--- src/rtl/order_pkg.sv ---
// Shared types and constants for the order transmit path: FSM states,
// side codes and frame geometry.
package order_pkg;

   typedef enum logic [1:0] {
      ST_IDLE     = 2'd0,
      ST_SEND     = 2'd1,
      ST_COOLDOWN = 2'd2
   } state_e;

   localparam logic [7:0] SIDE_BUY  = 8'h01;
   localparam logic [7:0] SIDE_SELL = 8'h02;
   localparam int         FRAME_LEN = 6;
   localparam int         IDX_W     = 3;

endpackage

--- src/rtl/order_frame_mux.sv ---
// Combinational frame byte selector: picks byte idx of the 6-byte order
// frame and computes the trailing XOR checksum over bytes 0..4.
module order_frame_mux
   import order_pkg::*;
#(
   parameter logic [7:0] HDR_BYTE  = 8'hA5,
   parameter logic [7:0] ORDER_QTY = 8'd1
) (
   input  logic [IDX_W-1:0] idx,
   input  logic [7:0]       side,
   input  logic [7:0]       price,
   input  logic [7:0]       seq,
   output logic [7:0]       byte_out
);

   logic [7:0] checksum;

   always_comb begin
      checksum = HDR_BYTE ^ side ^ price ^ ORDER_QTY ^ seq;
      case (idx)
         3'd0:    byte_out = HDR_BYTE;
         3'd1:    byte_out = side;
         3'd2:    byte_out = price;
         3'd3:    byte_out = ORDER_QTY;
         3'd4:    byte_out = seq;
         3'd5:    byte_out = checksum;
         default: byte_out = 8'h00;
      endcase
   end

endmodule

--- src/rtl/order_tx.sv ---
// Order transmitter: position-limits and cools down trade decisions, then
// streams each accepted decision as a 6-byte frame over a valid/ready byte port.
module order_tx
   import order_pkg::*;
#(
   parameter logic        [7:0] ORDER_QTY    = 8'd1,
   parameter logic signed [7:0] MAX_POS      = 8'sd16,
   parameter int                COOLDOWN_CYC = 16,
   parameter logic        [7:0] HDR_BYTE     = 8'hA5
) (
   input  logic       clk,
   input  logic       rst,
   input  logic       data_valid_end,
   input  logic       buy_signal,
   input  logic       sell_signal,
   input  logic [7:0] price,
   output logic [7:0] tx_data,
   output logic       tx_valid,
   input  logic       tx_ready,
   output logic       busy,
   output logic [7:0] position,
   output logic [7:0] seq_num,
   output logic [7:0] reject_count
);

   localparam logic [15:0]      CD_LOAD  = 16'(COOLDOWN_CYC);
   localparam logic [IDX_W-1:0] LAST_IDX = IDX_W'(FRAME_LEN - 1);

   state_e                  state_q, state_d;
   logic                    tx_valid_q, tx_valid_d;
   logic                    busy_q, busy_d;
   logic signed [7:0]       position_q, position_d;
   logic [7:0]              seq_num_q, seq_num_d;
   logic [7:0]              reject_count_q, reject_count_d;
   logic [IDX_W-1:0]        idx_q, idx_d;
   logic [15:0]             cd_cnt_q, cd_cnt_d;
   logic [7:0]              side_q, side_d;
   logic [7:0]              price_q, price_d;
   logic [7:0]              fseq_q, fseq_d;

   logic signed [8:0]       pos9, qty9, max9;
   logic                    buy_ok, sell_ok, handshake, has_dec, reject;
   logic [7:0]              frame_byte;

   // Limit tests run one bit wider so +/-MAX_POS edges cannot overflow.
   always_comb begin
      pos9    = {position_q[7], position_q};
      qty9    = {1'b0, ORDER_QTY};
      max9    = {MAX_POS[7], MAX_POS};
      buy_ok  = (pos9 + qty9) <= max9;
      sell_ok = (pos9 - qty9) >= -max9;
   end

   always_comb begin
      state_d        = state_q;
      tx_valid_d     = tx_valid_q;
      position_d     = position_q;
      seq_num_d      = seq_num_q;
      reject_count_d = reject_count_q;
      idx_d          = idx_q;
      cd_cnt_d       = cd_cnt_q;
      side_d         = side_q;
      price_d        = price_q;
      fseq_d         = fseq_q;
      reject         = 1'b0;
      handshake      = tx_valid_q && tx_ready;
      has_dec        = data_valid_end && (buy_signal || sell_signal);

      case (state_q)
         ST_IDLE: begin
            if (data_valid_end) begin
               if (buy_signal && !sell_signal && buy_ok) begin
                  side_d     = SIDE_BUY;
                  position_d = position_q + $signed(ORDER_QTY);
                  state_d    = ST_SEND;
               end else if (sell_signal && !buy_signal && sell_ok) begin
                  side_d     = SIDE_SELL;
                  position_d = position_q - $signed(ORDER_QTY);
                  state_d    = ST_SEND;
               end else if (buy_signal || sell_signal) begin
                  reject = 1'b1;
               end
               if (state_d == ST_SEND) begin
                  price_d    = price;
                  fseq_d     = seq_num_q;
                  idx_d      = '0;
                  tx_valid_d = 1'b1;
               end
            end
         end
         ST_SEND: begin
            reject = has_dec;
            if (handshake) begin
               if (idx_q == LAST_IDX) begin
                  idx_d      = '0;
                  tx_valid_d = 1'b0;
                  seq_num_d  = seq_num_q + 8'd1;
                  if (CD_LOAD == 16'd0) begin
                     state_d = ST_IDLE;
                  end else begin
                     state_d  = ST_COOLDOWN;
                     cd_cnt_d = CD_LOAD;
                  end
               end else begin
                  idx_d = idx_q + 1'b1;
               end
            end
         end
         ST_COOLDOWN: begin
            reject = has_dec;
            // Leaving on the count of 1 makes IDLE land exactly CD_LOAD edges after the last byte.
            if (cd_cnt_q <= 16'd1) begin
               cd_cnt_d = 16'd0;
               state_d  = ST_IDLE;
            end else begin
               cd_cnt_d = cd_cnt_q - 16'd1;
            end
         end
         default: begin
            state_d    = ST_IDLE;
            tx_valid_d = 1'b0;
            idx_d      = '0;
            cd_cnt_d   = 16'd0;
         end
      endcase

      if (reject && (reject_count_q != 8'hFF)) begin
         reject_count_d = reject_count_q + 8'd1;
      end
      busy_d = (state_d != ST_IDLE);
   end

   always_ff @(posedge clk or negedge rst) begin
      if (!rst) begin
         state_q        <= ST_IDLE;
         tx_valid_q     <= 1'b0;
         busy_q         <= 1'b0;
         position_q     <= 8'sd0;
         seq_num_q      <= 8'd0;
         reject_count_q <= 8'd0;
         idx_q          <= '0;
         cd_cnt_q       <= 16'd0;
      end else begin
         state_q        <= state_d;
         tx_valid_q     <= tx_valid_d;
         busy_q         <= busy_d;
         position_q     <= position_d;
         seq_num_q      <= seq_num_d;
         reject_count_q <= reject_count_d;
         idx_q          <= idx_d;
         cd_cnt_q       <= cd_cnt_d;
      end
   end

   // Frame payload is only observed while tx_valid is high, so it needs no reset.
   always_ff @(posedge clk) begin
      side_q  <= side_d;
      price_q <= price_d;
      fseq_q  <= fseq_d;
   end

   order_frame_mux #(
      .HDR_BYTE  (HDR_BYTE),
      .ORDER_QTY (ORDER_QTY)
   ) u_frame_mux (
      .idx      (idx_q),
      .side     (side_q),
      .price    (price_q),
      .seq      (fseq_q),
      .byte_out (frame_byte)
   );

   assign tx_data      = tx_valid_q ? frame_byte : 8'h00;
   assign tx_valid     = tx_valid_q;
   assign busy         = busy_q;
   assign position     = position_q;
   assign seq_num      = seq_num_q;
   assign reject_count = reject_count_q;

endmodule

--- config.mk ---
export PLATFORM = sky130hd
export DESIGN_NAME = order_tx
export DESIGN_NICKNAME = d
export VERILOG_FILES = /design/src/rtl/order_pkg.sv /design/src/rtl/order_frame_mux.sv /design/src/rtl/order_tx.sv
export SDC_FILE = /design/constraint.sdc
export NUM_CORES = 1
export LEC_CHECK = 0
export BUFFER_PORTS_ARGS = -buffer_cell sky130_fd_sc_hd__buf_2
export CAP_MARGIN = 40
export CORE_MARGIN = 3
export CORE_UTILIZATION = 38
export CTS_CLUSTER_SIZE = 16
export DETAILED_ROUTE_END_ITERATION = 10
export GPL_TIMING_DRIVEN = 0
export MAX_ROUTING_LAYER = met4
export PLACE_DENSITY_LB_ADDON = 0.08
export SYNTH_ARGS = -nofsm -noshare
export SYNTH_HDL_FRONTEND = slang
export SYNTH_HIERARCHICAL = 1
export SYNTH_SLANG_ARGS = --single-unit
--- constraint.sdc ---
create_clock -name clk -period 4.4 [get_ports clk]
set_clock_uncertainty 0.05 [all_clocks]
set_input_delay 0.22 -clock clk [delete_from_list [all_inputs] [get_ports clk]]
set_output_delay 0.22 -clock clk [all_outputs]
set_load 0.1 [all_outputs]
==> summary.md <==
| Metric | Value |
|---|---|
| Initial antenna violation count | 0 |
| H-tree levels | 3 |
| Post-synth EDFFs | 18 |
| Fin Setup TNS | 0 ns |
| Hold Buf Count CTS | 8 |
| PortBufs | 47 |
| Post-synth top area share | 0.300 |
| FF+latch count, synth | between 60 and 70 |
| Peak Freq | ~0.36 GHz |
| Crit Path Class | register to register |
| Worst R2R Setup Slack | 1.60 ns |
| CTS Root Buffer Type | clkbuf_8 |
| Hold/Removal Path Class | input pin to register |
| Tmin final | 2.80 ns |
| PwrDens | slightly below 700 nW/um^2 |
| Post-DP HPWL | 6580 um |
| Hold Vio Cnt, Final | 0 |
| Critical Path Source Type | register |
| Async S/R FF share, synth | 0.723 |
| Register-to-Register Path Depth | 8 |
| Global route total overflow | 0 |
| CP max stage delay | 0.63 ns |
| RSZ-0062 raised after global routing | no |
| Gate Count Post-Synth | just under 400 |
| Worst Min Path Start | data_valid_end |
| Relative slew slack | 0.469 |
| Seq/Total Area, Yosys | 0.438 |
| CP Capture Type | register |
| Filler Cell Count | approximately 950 |
| Io pins | 48 |
| Outcome | completed |
| Slew Limit Fails | 0 |
| Ant. Diodes | 0 |
| CTS-repair resized insts | 0 |
| Multi-input gate area | around 2100 sq um |
| Rows | 36 |
| Worst-path cell with the longest stage delay | o21bai_1 |
| Crit-path leading delay family | compound AO/OA/AOI/OAI gates |
| Setup bufs post-CTS | 0 |
| Avg Cell Area, Syn | between 10 and 15 sq um |
| WHS Endpoint | position[0] |
| Worst-Skew Late Latency | approximately 0.34 ns |
| Drt pass-1 iters | 4 |
| Hold depth | 3 |
| Worst Path Required | around 4.6 ns |
| CTS tree | built |
| Max cap viols | 0 |
| Gr usage total | 0.174 |
| Max Buffers Root-to-Sink | 2 |
| Share of layout cells above drive strength 1 | 0.192 |
| Buf/Inv on CP | 0 |
| CTS sink cnt | 65 |
| Finished Layout Cells | approximately 610 |
| Nets | 504 |
| Most area-consuming cells after synthesis | dfrtp_1 (30%), edfxtp_1 (14%), ha_1 (4.5%), xnor2_1 (3.6%), o21ai_0 (3.1%) |
| Routed wire per std cell | 14.9 um |
| CTS Buf Count | 9 |
| Reg area | 1720 sq um |
| Detail Route Antenna Nets | 0 |
| Pin count of the biggest net entering global routing | 30 |
| Vias per cell | between 5 and 6 |
| Cell count after placement | approximately 600 |
| Area growth syn-to-layout | 20.9% |
| Routability cong. | ~0.77 |
| Total leakage power | between 2 and 2.5 nW |
| Die area | approximately 12,000 sq um |
| Final wirelength | 9110 um |
| Netlist Area Pre-Place | 3920 sq um |
| RR Startpoint | position[4] |
| First-pass GRT wire length | ~15,000 um |
| Crit-path max FO | 10 |
| Final period util | 0.637 |
| Initial Utilization | 0.395 |
| Critical path cell sequence | nor3_1, o21bai_1, ha_1, a21oi_1, o211ai_1, o41ai_1, mux2i_1, xor2_1 |
| Die Y | 108 um |
| DRC | 0 |
| Worst-margin pin slew | slightly below 0.8 ns |
| Vias | ~3,200 |
| R2r endpoint | position[7] |
| Die Width | between 100 and 150 um |
| Most common cell in the synthesized netlist | dfrtp_1 |
| Final setup viols | 0 |
| Vias in the first global route | just over 3,000 |
| Clock transition at path regs | roughly 0.080 ns |
| Core area | between 9000 and 10,000 sq um |
| Max VDD drop | 0.571 mV |
| Post-synth top cells | dfrtp_1 (47), nor2_1 (28), o21ai_0 (24), nand2_1 (22), inv_1 (21) |
| DR iter-0 viols | around 140 |
| WP data arrival | 3.01 ns |
| Distinct cells, synth | a little under 70 |
| Leading area contributor after synthesis | dfrtp_1 |
| Commonest register cell after synthesis | dfrtp_1 |
| Synthesis Warnings | 6 |
==> metrics by stage <==
stage                     utilization  instance area, sq um  worst slack [ns]  total power [mW]  hold slack, ns
after floorplan                     -                  3970              1.33              2.34          -0.126
after global placement          0.441                  4370              1.36              2.64           0.346
after detailed placement        0.444                  4400              1.60              2.67           0.166
after CTS                       0.477                  4730              1.55              3.32         0.00551
after global routing            0.478                  4740              1.25              3.51           0.299
final                           0.478                  4740              1.60              3.28           0.294
==> registers in the layout, summed over array words and instances (netlist names), 3 cells and up <==
| name | count |
|---|---|
| cd_cnt_q | 16 |
| fseq_q | 8 |
| position | 8 |
| price_q | 8 |
| reject_count | 8 |
| seq_num | 8 |
| idx_q | 3 |
==> how the worst max path moves through the flow <==
stage	end	from	cells after the start
global placement	price_q[5]	position[4]	6
detailed placement	position[7]	position[4]	8
CTS	position[7]	position[4]	8
global route	position[7]	position[6]	8
floorplan	position[6]	position[4]	8
finish	position[7]	position[4]	8
==> power by group <==
group / leakage [nW] / internal [mW] / switching, mW
Clock: 0.124 / 0.384 / 0.241
Sequential: 0.799 / 0.746 / 0.132
Combinational: 1.18 / 0.495 / 1.28
Total: 2.10 / 1.63 / 1.66
==> layout make-up <==
| class | instances | area share |
|---|---|---|
| inverters | 21 | 0.0166 |
| well taps | 133 | 0.0351 |
| clock buffers | 12 | 0.0372 |
| clock inverters | 3 | 0.0145 |
| flip-flops and latches | 65 | 0.362 |
| repair buffers | 59 | 0.0752 |
| plain buffers | 12 | 0.0166 |
| multi-input cells | 307 | 0.442 |
==> placed cells by master, fill, tap and decap left out, drive strengths merged, types with 7 or more instances in the layout <==
cell,n
buf,57
dfrtp,47
o21ai,30
nor2,29
nand2,22
inv,22
edfxtp,18
clkbuf,17
xnor2,16
conb,15
ha,14
nor3,14
a21oi,13
and2,12
nor2b,12
nand3,11
xor2,9
a22o,9
dlygate4sd3,9
a22oi,7
==> tightest hold or removal path, stage by stage <==
cell and delay [ns]:
buf_2 0.15, o2111ai_2 0.18, xnor2_1 0.09
==> cell families (layout without fill, tap and decap cells) <==
family	Yosys count	count (layout)	share of synthesized area
xor+xnor	25	25	0.0559
simple gates	135	135	0.189
fa+ha+maj	15	15	0.0498
flops	65	65	0.438
other cells	1	15	0.000957
compound gates	106	106	0.196
buf+inv	33	107	0.0402
mux	11	11	0.0300
==> per-layer routing <==
| layer | wire length [um] | global-route usage |
|---|---|---|
| met3 | 361 | 0.0348 |
| met4 | 42 | 0.0568 |
| met2 | 4190 | 0.250 |
| met1 | 4520 | 0.246 |
| met5 | 0 | - |
(Power assumes the default switching activity.)
